## src/rtl/divider32by16_seq.sv

```systemverilog
// divider32by16_seq: iterative restoring divider, 2W-bit dividend by W-bit divisor, one quotient bit per cycle
module divider32by16_seq #(
  parameter int W = 16,
  parameter int CNT_W = 5
) (
  input  logic             clk,
  input  logic             rst,
  input  logic             in_valid,
  output logic             in_ready,
  input  logic [2*W-1:0]   dividend,
  input  logic [W-1:0]     divisor,
  output logic             out_valid,
  input  logic             out_ready,
  output logic [W-1:0]     quotient,
  output logic [W-1:0]     remainder,
  output logic             div_by_zero,
  output logic             overflow
);
  typedef enum logic [1:0] {IDLE, CALC, DONE} state_t;
  state_t state;
  logic [W-1:0] dvs;
  logic [CNT_W-1:0] cnt;
  logic [W:0] t, diff;
  logic ge;
  // quotient/remainder double as the shift register and partial remainder while in CALC
  always_comb begin
    t = {remainder, quotient[W-1]};
    diff = t - {1'b0, dvs};
    ge = t >= {1'b0, dvs};
  end
  always_ff @(posedge clk or posedge rst) begin
    if (rst) begin
      state <= IDLE;
      in_ready <= 1'b1;
      out_valid <= 1'b0;
      quotient <= '0;
      remainder <= '0;
      div_by_zero <= 1'b0;
      overflow <= 1'b0;
      cnt <= '0;
      dvs <= '0;
    end else begin
      case (state)
        IDLE: if (in_valid && in_ready) begin
          in_ready <= 1'b0;
          dvs <= divisor;
          div_by_zero <= divisor == '0;
          overflow <= divisor != '0 && dividend[2*W-1:W] >= divisor;
          cnt <= CNT_W'(W);
          quotient <= divisor == '0 || dividend[2*W-1:W] >= divisor ? '1 : dividend[W-1:0];
          remainder <= divisor == '0 ? dividend[W-1:0] : dividend[2*W-1:W] >= divisor ? '1 : dividend[2*W-1:W];
          state <= divisor == '0 || dividend[2*W-1:W] >= divisor ? DONE : CALC;
        end
        CALC: begin
          remainder <= ge ? diff[W-1:0] : t[W-1:0];
          quotient <= {quotient[W-2:0], ge};
          cnt <= cnt - CNT_W'(1);
          if (cnt == CNT_W'(1)) state <= DONE;
        end
        DONE: begin
          // out_valid rises one cycle after entering DONE, so no ready->valid path exists
          if (!out_valid) out_valid <= 1'b1;
          else if (out_ready) begin
            out_valid <= 1'b0;
            in_ready <= 1'b1;
            state <= IDLE;
          end
        end
        default: state <= IDLE;
      endcase
    end
  end
endmodule
```

## config.mk

```make
export PLATFORM = sky130hd
export DESIGN_NAME = divider32by16_seq
export DESIGN_NICKNAME = d
export VERILOG_FILES = /design/src/rtl/divider32by16_seq.sv
export SDC_FILE = /design/constraint.sdc
export NUM_CORES = 1
export LEC_CHECK = 0
export ABC_AREA = 1
export CORE_MARGIN = 4
export CORE_UTILIZATION = 59
export CTS_BUF_LIST = sky130_fd_sc_hd__clkbuf_4
export DETAILED_ROUTE_END_ITERATION = 8
export MAX_ROUTING_LAYER = met4
export PLACE_DENSITY = 0.92
export SYNTH_ARGS = -nofsm -noshare
export SYNTH_HDL_FRONTEND = slang
export SYNTH_SLANG_ARGS = --single-unit
```

## constraint.sdc

```tcl
create_clock -name clk -period 4.73 [get_ports clk]
set_input_delay 0.7095 -clock clk [delete_from_list [all_inputs] [get_ports clk]]
set_output_delay 0.7095 -clock clk [all_outputs]
set_load 0.02 [all_outputs]
```

==> impl_metrics.ini <==
[outcome]
status = finished, final reports clean

[worst_setup_path]
crit_slowest_cell = clkdlybuf4s50_1
reg2reg_depth = 9
end_kind = register
cp-start-kind = input port
startpoint = divisor[15]
crit_chain = clkdlybuf4s50_1, inv_1, ha_1, a21oi_1, o21ai_1, nor2_4, nand3_2, o21ai_0, nand3_1
reg2reg_slack_ns = 2.43
cp.arrival_ns = 2.98
path_class = in -> reg
worst_path_largest_cell_delay_ns = 0.50
cp_max_fo = 18
r2r_start = in_ready
worstReg2RegEnd = remainder[15]
required_ns = 5.03

[timing]
skew_ns = 0.01360
hold_violations = 0
maxSlewViolCount = 0
setup_violations = 0
tightestPinTransition_ns = 0.5571
tns_ns = 0
period_needed_ns = 2.674
slew_headroom = 0.6286
fin_crit_sh = 0.5654
rsz0062_at_grt = false
fmaxAchievable_ghz = 0.3739

[finish]
final_common_cell = nand2_1
fillers = 601
stdcell_area_sq_mm = 0.005789
insertedDiodeCount = 0
drive_gt1_frac = 0.05500
final_nets = 882
syn_to_final_growth_pct = 22.47
final_cell_mix = 206 x nand2_1, 142 x inv_1, 87 x clkdlybuf4s50_1

[detailed_routing]
avgRoutedWirePerCell_um = 15.11
drcViolationCount = 0
ant_nets = 0
vias = 4981
wl_um = 13630
firstDrtPassIters = 6
drt-initial-drc-count = 488
vias_per_cell = 5.522

[clocking]
clock_path_buffers = 2
cts_sinks = 59
hold_buffers = 0
path_clk_slew_ns = 0.11
cts_root_buf = clkbuf_4
clock_latency_ns = 0.43
cts_resized = 0
tritoncts = done
numCtsBuffers = 9
post_cts_buffers = 0
cts_max_level = 3

[power]
ir_drop_mv = 0.1541
cellPowerDensity_mw_per_mm2 = 172.4
seq_power_share = 0.505
power_frac_clock = 0.370
p_leak_nw = 3.264
p_switching_w = 0.0002585
internal-power_w = 0.0007397
p_comb_frac = 0.125
p_sw_frac = 0.2590

[placed_design]
place_area_sq_mm = 0.005657
place.gp.congestion = 0.9721
port-buffer-count = 87
hpwl_um = 10480

[logic_synthesis]
ys_ff_latch = 59
yosys.area_share.simple = 0.3510
yosys.area.top_type = dfrtp_1
synth_top_area_frac = 0.3070
syn_nets = 801
synth_compound_area_frac = 0.09158
syn_inst = 714
synthXorXnorAreaFrac = 0.01112
synth_top_family_by_area = simple AND/OR/NAND/NOR gates
synth_cell_types = 37
synthAdderAreaFrac = 0.09423
synth.avg_cell_area_sq_um = 6.620
netlist_top_cells_area = dfrtp_1 31%, nand2_1 16%, inv_1 11%
synth.mux.area_fraction = 0
ys_seq_area_frac = 0.3126
yosysWarnings = 0
syn-cell-area_sq_mm = 0.004727

[hold_path]
hp-class = reg -> reg
hold_depth = 1
min_from = cnt[4]
min_to = cnt[4]

[floorplanning]
core.rowCount = 32
initial_utilization = 0.6086
dieArea_sq_mm = 0.009508
die_w_um = 97.51
dieHeight_um = 97.51
pin_count = 88
core_area_sq_mm = 0.007767

[global_routing]
track_usage = 0.3020
grt_pass1_wl_um = 22910
grt_max_degree = 67
grt-ovfl-total = 0
grt_antenna_before_repair = 0
grt_pass1_vias = 4976

[run]
cap_violations = 0
[registers in the layout, indices dropped and copies added (netlist names)]
signal,count
quotient,16
dvs,16
div_by_zero,1
in_ready,1
overflow,1
out_valid,1
remainder,16
state,2
cnt,5
[layer usage]
layer | wire length (um) | GRT usage | vias up
met3 | 1223 | 0.04235 | 45
li1 | - | - | 2418
met4 | 396 | 0.1150 | 0
met5 | 0 | - | -
met1 | 5549 | 0.3866 | 2261
met2 | 6457 | 0.4871 | 257
[synth_stat cells (all sizes together)]
master	n
a22o	1
buf	15
o21ai	55
nand3	84
and2	3
inv	145
dfrtp	58
a31oi	2
a21oi	17
dfstp	1
clkbuf	7
o22ai	2
a221oi	1
xor2	1
o21bai	1
nor3	3
nor2	37
ha	34
xnor2	5
nand2	212
o21a	1
fa	1
nand4	28
[logic make-up (layout without fill, tap and decap cells)]
| group | count (synthesis) | after routing |
|---|---|---|
| AOI/OAI and AO/OA | 80 | 80 |
| adders and majority gates | 35 | 35 |
| xor gates and xnor gates | 6 | 6 |
| DFF | 59 | 59 |
| buffers and inverters | 167 | 253 |
| and+or+nand+nor | 367 | 367 |
[stage by stage]
stage               worst slack (ns)    util  cells  hold slack [ns]  total power (W)
floorplan                      2.566       -    714           0.4518        0.0005724
global placement               1.841  0.7283    886           0.4785        0.0006328
detailed placement             1.653  0.7283    886           0.4912        0.0006375
CTS                            2.108  0.7453    902           0.5056        0.0009950
global route                   1.902  0.7453    902           0.5464         0.001034
finish                         2.056  0.7453    902           0.5006        0.0009982
[critical path, delay by kind of cell]
kind	cells	cell delay [ns]
and+or+nand+nor	3	0.75
buffers and inverters	2	0.61
AOI/OAI and AO/OA	3	0.58
adders and majority gates	1	0.32
[power by group through the flow]
stage          combinational [W]  sequential [W]  clock, W
6_report                0.000125        0.000504  0.000369
2_1_floorplan          0.0000584        0.000514         0
3_3_place_gp            0.000119        0.000514         0
5_1_grt                 0.000139        0.000504  0.000391
3_5_place_dp            0.000124        0.000514         0
4_1_cts                 0.000124        0.000504  0.000367
[final cells by class]
cell class | instances | area, sq um | share of cell area
sequential | 59 | 1478 | 0.2552
inverter | 145 | 544.3 | 0.09401
tap | 102 | 127.6 | 0.02204
clock inverter | 4 | 42.54 | 0.007348
timing repair buffer | 92 | 908.4 | 0.1569
clock buffer | 12 | 90.09 | 0.01556
multi-input combinational | 488 | 2599 | 0.4489
[worst max-delay path by stage]
stage                        end  slack [ns]  cells past startpoint
finish               quotient[1]        2.06                      9
CTS                 quotient[13]        2.11                      9
floorplan                 cnt[0]        2.57                      1
global route        quotient[11]        1.90                     13
detailed placement  quotient[11]        1.65                      9
global placement     quotient[5]        1.84                      9
No activity file was read; power rests on OpenSTA's default activity.
